--- config.mk ---
export PLATFORM = sky130hd
export DESIGN_NAME = gf2_8_mul_arbiter
export DESIGN_NICKNAME = d
export VERILOG_FILES = /design/src/rtl/rs_pkg.sv /design/src/rtl/gf2_8_mul.sv /design/src/rtl/gf2_8_mul_arbiter.sv
export SDC_FILE = /design/constraint.sdc
export NUM_CORES = 1
export LEC_CHECK = 0
export ABC_AREA = 1
export BUFFER_PORTS_ARGS = -buffer_cell sky130_fd_sc_hd__buf_2
export CAP_MARGIN = 20
export CORE_MARGIN = 3
export CORE_UTILIZATION = 61
export CTS_BUF_LIST = sky130_fd_sc_hd__clkbuf_4 sky130_fd_sc_hd__clkbuf_8
export DETAILED_ROUTE_END_ITERATION = 8
export PLACE_DENSITY = 0.88
export REMOVE_ABC_BUFFERS = 1
export SKIP_LAST_GASP = 1
export SYNTH_ARGS = -nofsm -noshare
export SYNTH_HDL_FRONTEND = slang
export SYNTH_SLANG_ARGS = --single-unit
--- constraint.sdc ---
create_clock -name clk -period 4.1 [get_ports clk]
set_clock_uncertainty 0.15 [all_clocks]
set_input_delay 0.41 -clock clk [delete_from_list [all_inputs] [get_ports clk]]
set_output_delay 0.41 -clock clk [all_outputs]
set_load 0.02 [all_outputs]
--- src/rtl/rs_pkg.sv ---
// Shared GF(2^8) definitions for the Reed-Solomon datapath blocks.
// Field polynomial x^8+x^4+x^3+x^2+1; elements are plain 8-bit vectors.
// No logic; constants and types only.
package rs_pkg;
  localparam int         GF_W    = 8;
  localparam logic [8:0] GF_POLY = 9'h11D;
  typedef logic [GF_W-1:0] gf_elem_t;
endpackage

--- src/rtl/gf2_8_mul.sv ---
// Combinational GF(2^8) multiplier, shift-and-add with per-step reduction.
// Latency: zero cycles, purely combinational.
// Backpressure: none; caller registers inputs and outputs.
module gf2_8_mul
  import rs_pkg::*;
(
  input  gf_elem_t a_i,
  input  gf_elem_t b_i,
  output gf_elem_t p_o
);

  gf_elem_t acc;
  gf_elem_t sh;

  always_comb begin
    acc = '0;
    sh  = a_i;
    for (int i = 0; i < GF_W; i++) begin
      if (b_i[i]) acc = acc ^ sh;
      // sh tracks a*x^(i+1), reduced back into the field every step
      sh = {sh[GF_W-2:0], 1'b0} ^ (sh[GF_W-1] ? GF_POLY[GF_W-1:0] : '0);
    end
    p_o = acc;
  end

endmodule

--- src/rtl/gf2_8_mul_arbiter.sv ---
// Round-robin shares one GF(2^8) multiplier among NUM_REQ requesters, tagged responses.
// Latency: accept at edge k, result valid after edge k+1; 1 op/cycle when unstalled.
// Backpressure: rsp_ready low holds the result; req_ready drops once both stages are full.
module gf2_8_mul_arbiter
  import rs_pkg::*;
#(
  parameter int NUM_REQ = 4,
  parameter int ID_W    = 2
) (
  input  logic                 clk,
  input  logic                 rst,
  input  logic [NUM_REQ-1:0]   req_valid,
  output logic [NUM_REQ-1:0]   req_ready,
  input  logic [8*NUM_REQ-1:0] req_a,
  input  logic [8*NUM_REQ-1:0] req_b,
  output logic                 rsp_valid,
  input  logic                 rsp_ready,
  output logic [ID_W-1:0]      rsp_id,
  output logic [7:0]           rsp_p,
  output logic                 idle
);

  typedef struct packed {
    logic            found;
    logic [ID_W-1:0] idx;
  } pick_t;

  // Walking offsets high-to-low lets the offset closest to ptr overwrite the rest.
  function automatic pick_t rr_pick(input logic [NUM_REQ-1:0] vld,
                                    input logic [ID_W-1:0]    ptr);
    pick_t r;
    int    j;
    r = '0;
    for (int k = NUM_REQ - 1; k >= 0; k--) begin
      j = int'(ptr) + k;
      if (j >= NUM_REQ) j = j - NUM_REQ;
      if (vld[j]) begin
        r.found = 1'b1;
        r.idx   = ID_W'(j);
      end
    end
    return r;
  endfunction

  logic [ID_W-1:0] ptr_q, ptr_d;
  logic            s1_vld_q, s1_vld_d;
  logic [ID_W-1:0] s1_id_q, s1_id_d;
  gf_elem_t        s1_a_q, s1_a_d, s1_b_q, s1_b_d;
  logic            rsp_vld_q, rsp_vld_d;
  logic [ID_W-1:0] rsp_id_q, rsp_id_d;
  gf_elem_t        rsp_p_q, rsp_p_d;

  pick_t           pick;
  logic [NUM_REQ-1:0] grant;
  gf_elem_t        a_sel, b_sel, mul_p;
  logic            s1_en, s2_en, xfer;

  gf2_8_mul u_mul (
    .a_i (s1_a_q),
    .b_i (s1_b_q),
    .p_o (mul_p)
  );

  always_comb begin
    pick  = rr_pick(req_valid, ptr_q);
    s2_en = !rsp_vld_q || rsp_ready;
    s1_en = !s1_vld_q || s2_en;
    grant = '0;
    a_sel = '0;
    b_sel = '0;
    for (int i = 0; i < NUM_REQ; i++) begin
      if (pick.found && pick.idx == ID_W'(i)) begin
        grant[i] = 1'b1;
        a_sel    = req_a[8*i +: 8];
        b_sel    = req_b[8*i +: 8];
      end
    end
    xfer      = pick.found && s1_en && !rst;
    req_ready = rst ? '0 : (grant & {NUM_REQ{s1_en}});

    ptr_d = ptr_q;
    if (xfer) ptr_d = (int'(pick.idx) == NUM_REQ - 1) ? '0 : pick.idx + 1'b1;

    s1_vld_d = s1_vld_q;
    s1_id_d  = s1_id_q;
    s1_a_d   = s1_a_q;
    s1_b_d   = s1_b_q;
    if (s1_en) begin
      s1_vld_d = pick.found;
      s1_id_d  = pick.idx;
      s1_a_d   = a_sel;
      s1_b_d   = b_sel;
    end

    rsp_vld_d = rsp_vld_q;
    rsp_id_d  = rsp_id_q;
    rsp_p_d   = rsp_p_q;
    if (s2_en) begin
      rsp_vld_d = s1_vld_q;
      rsp_id_d  = s1_id_q;
      rsp_p_d   = mul_p;
    end
  end

  always_ff @(posedge clk) begin
    if (rst) begin
      ptr_q     <= '0;
      s1_vld_q  <= 1'b0;
      s1_id_q   <= '0;
      s1_a_q    <= '0;
      s1_b_q    <= '0;
      rsp_vld_q <= 1'b0;
      rsp_id_q  <= '0;
      rsp_p_q   <= '0;
    end else begin
      ptr_q     <= ptr_d;
      s1_vld_q  <= s1_vld_d;
      s1_id_q   <= s1_id_d;
      s1_a_q    <= s1_a_d;
      s1_b_q    <= s1_b_d;
      rsp_vld_q <= rsp_vld_d;
      rsp_id_q  <= rsp_id_d;
      rsp_p_q   <= rsp_p_d;
    end
  end

  assign rsp_valid = rsp_vld_q;
  assign rsp_id    = rsp_id_q;
  assign rsp_p     = rsp_p_q;
  assign idle      = !s1_vld_q && !rsp_vld_q;

endmodule

==> Word-level counts from Yosys, hierarchy flattened <==
Index checks and enable logic that the tools add are counted.
{ "classes": {"n_lt_le_gt_ge": 8, "n_reduce_logical": 13, "eq_ne": 4, "bitwise": 15, "add_sub_neg": 8, "muxes": 49} }
{ "ops": {"columns": ["cell", "n"], "rows": [
  ["32-bit by 4-bit less-than comparator with 1-bit output, second input constant", 4],
  ["32-bit two-way mux", 4],
  ["8-bit two-way mux", 16],
  ["8-bit XOR", 14],
  ["5-bit two-way mux", 7],
  ["1-bit two-way mux", 12],
  ["3-bit two-way mux", 4],
  ["3-bit by 3-bit subtractor with 4-bit output, second input constant", 3],
  ["3-bit >= comparator, second input constant", 3],
  ["1-bit binary-select mux with 2-bit select", 4],
  ["1-bit logical AND", 7],
  ["2-bit by 2-bit adder with 3-bit output, second input constant", 2],
  ["4-bit AND", 1],
  ["2-bit by 1-bit equality test with 1-bit output, second input constant", 2],
  ["2-bit equality test, second input constant", 2],
  ["4-bit two-way mux", 1],
  ["2-bit by 3-bit subtractor with 4-bit output, second input constant", 1],
  ["2-bit by 1-bit adder with 3-bit output, second input constant", 1],
  ["2-bit by 3-bit >= comparator with 1-bit output, second input constant", 1],
  ["1-bit zero test", 3],
  ["2-bit by 1-bit adder with 2-bit output, second input constant", 1],
  ["2-bit zero test", 1],
  ["1-bit logical OR", 2],
  ["2-bit two-way mux", 1]
]} }
{ "word_totals": {"output_inout_bits": 16, "register_bits": 32} }

==> Logic depth before layout (Yosys ltp) <==
Gate-level depths: netlist of run 1.
{ "depth": {"word_depth": 16, "ltp_mapped": 17, "mapped_depth_nobuf": 17} }

==> Cells and area by module <==
From an unflattened synthesis of run 1, not the netlist that was laid out.
{ "hier_totals": {"hier_cells": 741, "area_unflattened_um2": 4056.4} }
{ "modules_own_cells": {"columns": ["mod", "n_inst", "cells_per_inst", "area_per_inst_um2"], "rows": [
  ["gf2_8_mul_arbiter", 1, 415, 2543.7],
  ["gf2_8_mul", 1, 326, 1512.7]
]} }

==> Least setup slack after synthesis of run 1 <==
Ideal clock, no wire load.
{ "synth_path": {"path_type": "flip-flop to output port", "from": "reg ptr_q[0]", "to": "out req_ready[3]", "required_ns": 3.540, "path_stages_with_launch": 13, "slack_ns": 1.210, "t_arrival_ns": 2.330, "path_cell_list": "dfxtp_1 > buf_6 > nand2_1 > nand3_1 > o21ai_1 > o21ai_0 > a21boi_0 > o21ai_0 > ha_1 > clkbuf_1 > buf_1 > inv_1 > nor2_1"} }
{ "synth_lines": {"columns": ["element", "line", "source"], "rows": [
  ["start, declared", "gf2_8_mul_arbiter.sv:45", "logic [ID_W-1:0] ptr_q, ptr_d;"],
  ["start signal, assigned", "gf2_8_mul_arbiter.sv:116", "ptr_q <= ptr_d;"],
  ["end, declared", "gf2_8_mul_arbiter.sv:13", "output logic [NUM_REQ-1:0] req_ready,"]
]} }

==> metrics.txt, run 1 <==
status=completed; fin crit period=3.70 ns; Least-Margin Pin Slew=0.794 ns; CTS tree=built; global route overflow=0; largest net degree at the start of global routing=53; post-CTS setup buffer count=0; Hold Path Depth=2; CP Launch Type=flip-flop; commonest non-fill, non-tap cell in the layout=nand2_1; highest-count cells in the layout ignoring fill and taps=nand2_1 (227), nand3_1 (116), inv_1 (92), buf_2 (86), o21ai_0 (34); drt drc=0; Async S/R FF share, synth=0; Clk pwr share=0.095; share of cells above drive strength 1=0.165; RePlAce Congestion=0.906; HPWL after detailed placement=7.60 mm; critical path buffer and inverter count=5; Final TNS setup=0 ns; first-pass GRT wire length=17.0 mm; CP Depth=13; dpl ws=0.805 ns; Num CTS Buffers=5; Detailed Route Iter0 Violations=233; Finished Cell Area=4270 um^2; CP Cell Sequence=inv_1 > nand2_1 > nand3_1 > o21ai_1 > o21ai_0 > a21boi_0 > o21ai_0 > inv_1 > ha_1 > buf_4 > clkinv_1 > nor2_1 > buf_2; drt pass-1 iters=5; Starting Density=0.638; yosys warns=0; Clock Latency Late Sink=0.29 ns; Fillers=552; average cell area after synthesis=5.53 um^2; Layout Nets=830; Crit path max-delay family=buffers and inverters; via/cell ratio=5.39; vias in the first global route=3918; Worst VDD drop=485 uV; final setup vio count=0; # diodes=0; post-synthesis sequential area ratio=0.167; crit end category=output pin; total power=3.29 mW; kind of critical path=flip-flop to output pin; Yosys cell types=33; Worst slew margin=0.470; placed inst area=4160 um^2; clk sinks=32; period utilization=0.903; DR WL/cell=11.9 um; internal power=1.45 mW; core box area=6030 um^2; Post-synth EDFFs=0; required time worst endpoint=3.54 ns; die area=7300 um^2; clock transition at the registers of the reported paths=0.07 ns; flops & latches, synth=32; row count=28; final non-filler cell total=831; final WL=9.91 mm; Max Slew Vio Count=0; Psw=1.84 mW; number of placed I/O pins=87; combinational share of power=0.722; Final Util=0.709; sequential power share=0.183; number of max-cap violations=0; fmax=0.270 GHz; Clock Path Buffers=2; Final Worst Setup Slack=0.398 ns; cts hold-fix bufs=0; slowest CP cell=dfxtp_1; CTS root buf=clkbuf_8; worst hold margin=0.166 ns; DR vias=4479; crit path DAT=3.14 ns; sw frac=0.559; post-CTS sizing=0; Die Y=85.4 um; Most used DFF post-synth=dfxtp_1; area of the mapped netlist=3850 um^2; Cells after Synth=696; R2R depth=16; die width=85.4 um; initial antenna violation count=0; CP max FO=17; Max H-tree Level=2; P per Cell Area=769 nW/um^2; Area growth syn-to-layout=11.1%; Final Hold Fails=0; Total GRT Usage=0.277; Hold Crit Class=primary input to flip-flop; crit-path max cell delay=0.56 ns; RSZ-0062 raised after global routing=no; placed cell count=823; Routed Antenna Nets=0; Pleak=2.38 nW; port bufs=86
## cell usage after synthesis (2+ instances only)
cell type	number	area, um^2
nand3b_1	18	135
buf_1	2	7.51
buf_6	7	78.8
ha_1	4	50.1
clkbuf_1	12	45.0
or2_1	13	81.3
clkinv_1	2	7.51
nand2_4	2	22.5
nand2_2	11	68.8
xor2_1	13	114
xnor2_1	17	149
nand3_2	4	40.0
o21ai_0	34	170
nand3_1	116	581
nand2_1	227	852
nor2_1	31	116
o21ai_1	6	30.0
a21oi_1	19	95.1
inv_2	6	22.5
or2_2	4	25.0
buf_4	6	45.0
dfxtp_1	32	641
buf_2	7	35.0
o211ai_1	3	22.5
inv_1	92	345
## power groups by stage
stage | clock network (mW) | logic [mW] | registers [mW]
global route | 0.330 | 2.69 | 0.624
CTS | 0.316 | 2.35 | 0.596
floorplan | 0 | 1.79 | 0.594
finish | 0.312 | 2.37 | 0.601
detailed placement | 0 | 2.34 | 0.602
global placement | 0 | 2.25 | 0.592
## worst register-to-register path: stages (launching register included)
cell and delay (ns):
dfxtp_1 0.56, inv_1 0.13, nand2_1 0.11, nand3_1 0.11, o21ai_1 0.14, o21ai_0 0.09
a21boi_0 0.18, o21ai_0 0.21, inv_1 0.16, ha_1 0.16, buf_4 0.21, clkinv_1 0.41
nand2_1 0.19, nand3b_1 0.12, nand3_1 0.09, nand3_1 0.09, a21oi_1 0.07
## final cells by class
type	instances	area (um^2)	area share
Multi-Input combinational cell	529	2620	0.612
Sequential cell	32	641	0.150
Timing Repair Buffer	87	438	0.102
Inverter	100	375	0.0878
Tap cell	75	93.8	0.0220
Clock buffer	6	76.3	0.0179
Clock inverter	2	35.0	0.00820
## state kept, by name, summed over array words and instances, names as in the netlist
signal,cells
rsp_p,8
s1_a_q,8
s1_b_q,8
ptr_q,2
rsp_id,2
s1_id_q,2
rsp_valid,1
s1_vld_q,1
## metal layers
layer	wire (um)	global-route usage	vias to the layer above	part of all wire
li1	-	-	2303	-
met1	4190	0.343	1969	0.42
met2	4780	0.485	180	0.48
met3	715	0.0485	27	0.072
met4	225	0.0849	0	0.023
met5	0	0	-	0
## kinds of logic (layout without fill, tap and decap cells)
kind of cell | Yosys count | in the layout | share of synthesized area
adders and majority gates | 4 | 4 | 0.0130
and+or+nand+nor | 429 | 429 | 0.508
buffers and inverters | 135 | 195 | 0.154
DFF | 32 | 32 | 0.167
xor gates and xnor gates | 30 | 30 | 0.0683
AOI/OAI and AO/OA | 66 | 66 | 0.0904
## path summary, 6_finish.rpt
check                         startpoint                     end  slack, ns
setup reg to reg   ptr_q[0]$_SDFFE_PP0P_  s1_a_q[0]$_SDFFE_PP0N_       0.80
hold / removal                       rst  rsp_valid$_SDFFE_PP0P_       0.17
hold reg to reg   rsp_id[1]$_SDFFE_PP0P_  rsp_id[1]$_SDFFE_PP0P_       0.34
setup / recovery   ptr_q[0]$_SDFFE_PP0P_            req_ready[1]       0.40
Power figures use the tool's default switching activity.
==> inputs of run 2 (changes only) <==
--- a/config.mk
+++ b/config.mk
@@ -5,11 +5,10 @@
 export SDC_FILE = /design/constraint.sdc
 export NUM_CORES = 1
 export LEC_CHECK = 0
-export ABC_AREA = 1
 export BUFFER_PORTS_ARGS = -buffer_cell sky130_fd_sc_hd__buf_2
 export CAP_MARGIN = 20
 export CORE_MARGIN = 3
-export CORE_UTILIZATION = 61
+export CORE_UTILIZATION = 59
 export CTS_BUF_LIST = sky130_fd_sc_hd__clkbuf_4 sky130_fd_sc_hd__clkbuf_8
 export DETAILED_ROUTE_END_ITERATION = 8
 export PLACE_DENSITY = 0.88
==> run 2 against run 1 <==
Compared with the run above:
- synthesized cell count shrank 44%
- fmax grew 22%
- count of clock-buffer cells in the layout grew 2
- global-route usage shrank 2.1 points
- first-iteration DRC count is 9.9% lower
- worst setup slack gained 0.67 ns
- sequential share of layout area rose by 3.2 points
- combinational power fell by 55%
- cell count shrank 38%
- clock power shrank 13%
- total power fell by 43%
- utilization is 1.1 points higher
- critical path type is now flip-flop to flip-flop
- critical endpoint is now s1_a_q[7]$_SDFFE_PP0N_
- largest cell class unchanged
==> metrics.txt, run 2 <==
RSZ-0062 raised after global routing=no; kind of critical path=flip-flop to flip-flop; # diodes=0; CP max FO=19; Fillers=387; Most used DFF post-synth=dfxtp_1; die width=78.1 um; vias in the first global route=2786; Die Y=78.1 um; post-CTS setup buffer count=0; total power=1.88 mW; Worst slew margin=0.365; placed inst area=3410 um^2; final WL=7.47 mm; dominant cells by area after synthesis=dfxtp_1 (21%), xnor2_1 (9.4%), nand2_1 (9.3%), xor2_1 (6.3%), xnor3_1 (5.9%); largest net degree at the start of global routing=35; CTS tree=built; CP Launch Type=flip-flop; sequential power share=0.292; R2R Setup Slk=1.07 ns; number of placed I/O pins=87; sw frac=0.420; Least-Margin Pin Slew=0.950 ns; combinational share of power=0.564; Pleak=1.52 nW; Detailed Route Iter0 Violations=210; Finished Cell Area=3510 um^2; via/cell ratio=5.67; Max H-tree Level=2; DR WL/cell=14.5 um; highest-count cells in the layout ignoring fill and taps=buf_2 (86), nand2_1 (76), xnor2_1 (33), nor2_1 (32), dfxtp_1 (32); Routed Antenna Nets=0; die area=6100 um^2; P per Cell Area=534 nW/um^2; clk sinks=32; Post-synth EDFFs=0; Clock Latency Late Sink=0.30 ns; fmax=0.330 GHz; Final Hold Fails=0; fin crit period=3.03 ns; crit path DAT=3.10 ns; Num CTS Buffers=5; core box area=4880 um^2; period utilization=0.739; average cell area after synthesis=7.88 um^2; largest area contributor in the netlist=dfxtp_1; HPWL after detailed placement=5.48 mm; first-pass GRT wire length=12.7 mm; Area growth syn-to-layout=14.7%; post-CTS sizing=0; commonest non-fill, non-tap cell in the layout=buf_2; crit end category=flip-flop; Final TNS setup=0 ns; drt drc=0; final setup vio count=0; worst r2r dst=s1_a_q[7]$_SDFFE_PP0N_; initial antenna violation count=0; Starting Density=0.628; Psw=789 uW; Clk pwr share=0.144; Synth top area share=0.209; Total GRT Usage=0.256; drt pass-1 iters=5; Max Slew Vio Count=0; share of cells above drive strength 1=0.241; global route overflow=0; Yosys cell types=40; Final Util=0.720; Clock Path Buffers=2; Critical Path Sink=s1_a_q[7]$_SDFFE_PP0N_; CTS root buf=clkbuf_8; cts hold-fix bufs=0; clock transition at the registers of the reported paths=0.07 ns; required time worst endpoint=4.17 ns; reg2reg start=ptr_q[0]$_SDFFE_PP0P_; Cells after Synth=389; DR vias=2920; yosys warns=0; internal power=1.09 mW; Layout Nets=522; Worst VDD drop=228 uV; number of max-cap violations=0; Critical Path Source=ptr_q[0]$_SDFFE_PP0P_; flops & latches, synth=32; row count=25; Post-synth top cells=nand2_1 (76), xnor2_1 (33), dfxtp_1 (32), nor2_1 (32), clkbuf_1 (23); worst hold margin=0.302 ns; Hold Crit Class=primary input to flip-flop; Async S/R FF share, synth=0; status=completed; most frequent cell after synthesis=nand2_1; port bufs=86; RePlAce Congestion=0.832; post-synthesis sequential area ratio=0.209; area of the mapped netlist=3070 um^2; R2R depth=11
## run 2: cell families (layout without fill, tap and decap cells)
group | count (synthesis) | count (layout) | synth area share
AND/OR/NAND/NOR | 144 | 144 | 0.207
flip-flops | 32 | 32 | 0.209
multiplexers | 10 | 10 | 0.0335
XOR/XNOR | 71 | 71 | 0.266
buffers and inverters | 45 | 104 | 0.0702
adder cells (fa/ha/maj) | 4 | 4 | 0.0163
AO/OA/AOI/OAI | 83 | 83 | 0.198
## run 2: worst min-delay path by stage
stage,start,cells past startpoint,end
2_1_floorplan,s1_id_q[0]$_SDFFE_PP0N_,2,s1_id_q[0]$_SDFFE_PP0N_
4_1_cts,rsp_ready,4,rsp_id[0]$_SDFFE_PP0P_
6_report,req_a[24],5,s1_a_q[0]$_SDFFE_PP0N_
3_3_place_gp,rsp_id[1]$_SDFFE_PP0P_,2,rsp_id[1]$_SDFFE_PP0P_
5_1_grt,s1_id_q[1]$_SDFFE_PP0N_,2,rsp_id[1]$_SDFFE_PP0P_
3_5_place_dp,rsp_id[0]$_SDFFE_PP0P_,2,rsp_id[0]$_SDFFE_PP0P_
## run 2: area by class of cell
cell class	count	area, um^2	share of cell area
well taps	67	83.8	0.0239
clock buffers	8	97.6	0.0278
flip-flops and latches	32	641	0.182
inverters	6	22.5	0.00641
repair buffers	90	460	0.131
multi-input cells	312	2210	0.629
## run 2: worst max-delay path: stages (launching register included)
cell and delay, ns:
dfxtp_1 0.40, nor2b_1 0.09, nor2_1 0.11, o22a_1 0.23, inv_1 0.08, ha_1 0.21, buf_4 0.20, nor2b_1 0.75
a221oi_1 0.18, o31ai_1 0.33, a22oi_1 0.10, nor2_1 0.13
## run 2: routing by layer
metal / GRT usage / vias to the layer above / wire (um)
met2: 0.428 / 128 / 3670
li1: - / 1440 / -
met3: 0.0390 / 17 / 544
met4: 0.105 / 0 / 165
met5: 0 / - / 0
met1: 0.330 / 1335 / 3090
## run 2: power groups by stage
stage | Sequential, mW | Clock, mW | Combinational, mW
floorplan | 0.548 | 0 | 0.803
global placement | 0.547 | 0 | 1.02
detailed placement | 0.552 | 0 | 1.05
CTS | 0.545 | 0.272 | 1.06
global route | 0.563 | 0.284 | 1.16
finish | 0.548 | 0.270 | 1.06
## run 2: metrics by stage
step           setup slack (ns)  instances
2_1_floorplan              1.45        350
3_3_place_gp              0.955        506
3_5_place_dp              0.902        506
4_1_cts                    1.08        514
5_1_grt                   0.839        515
6_report                   1.07        515
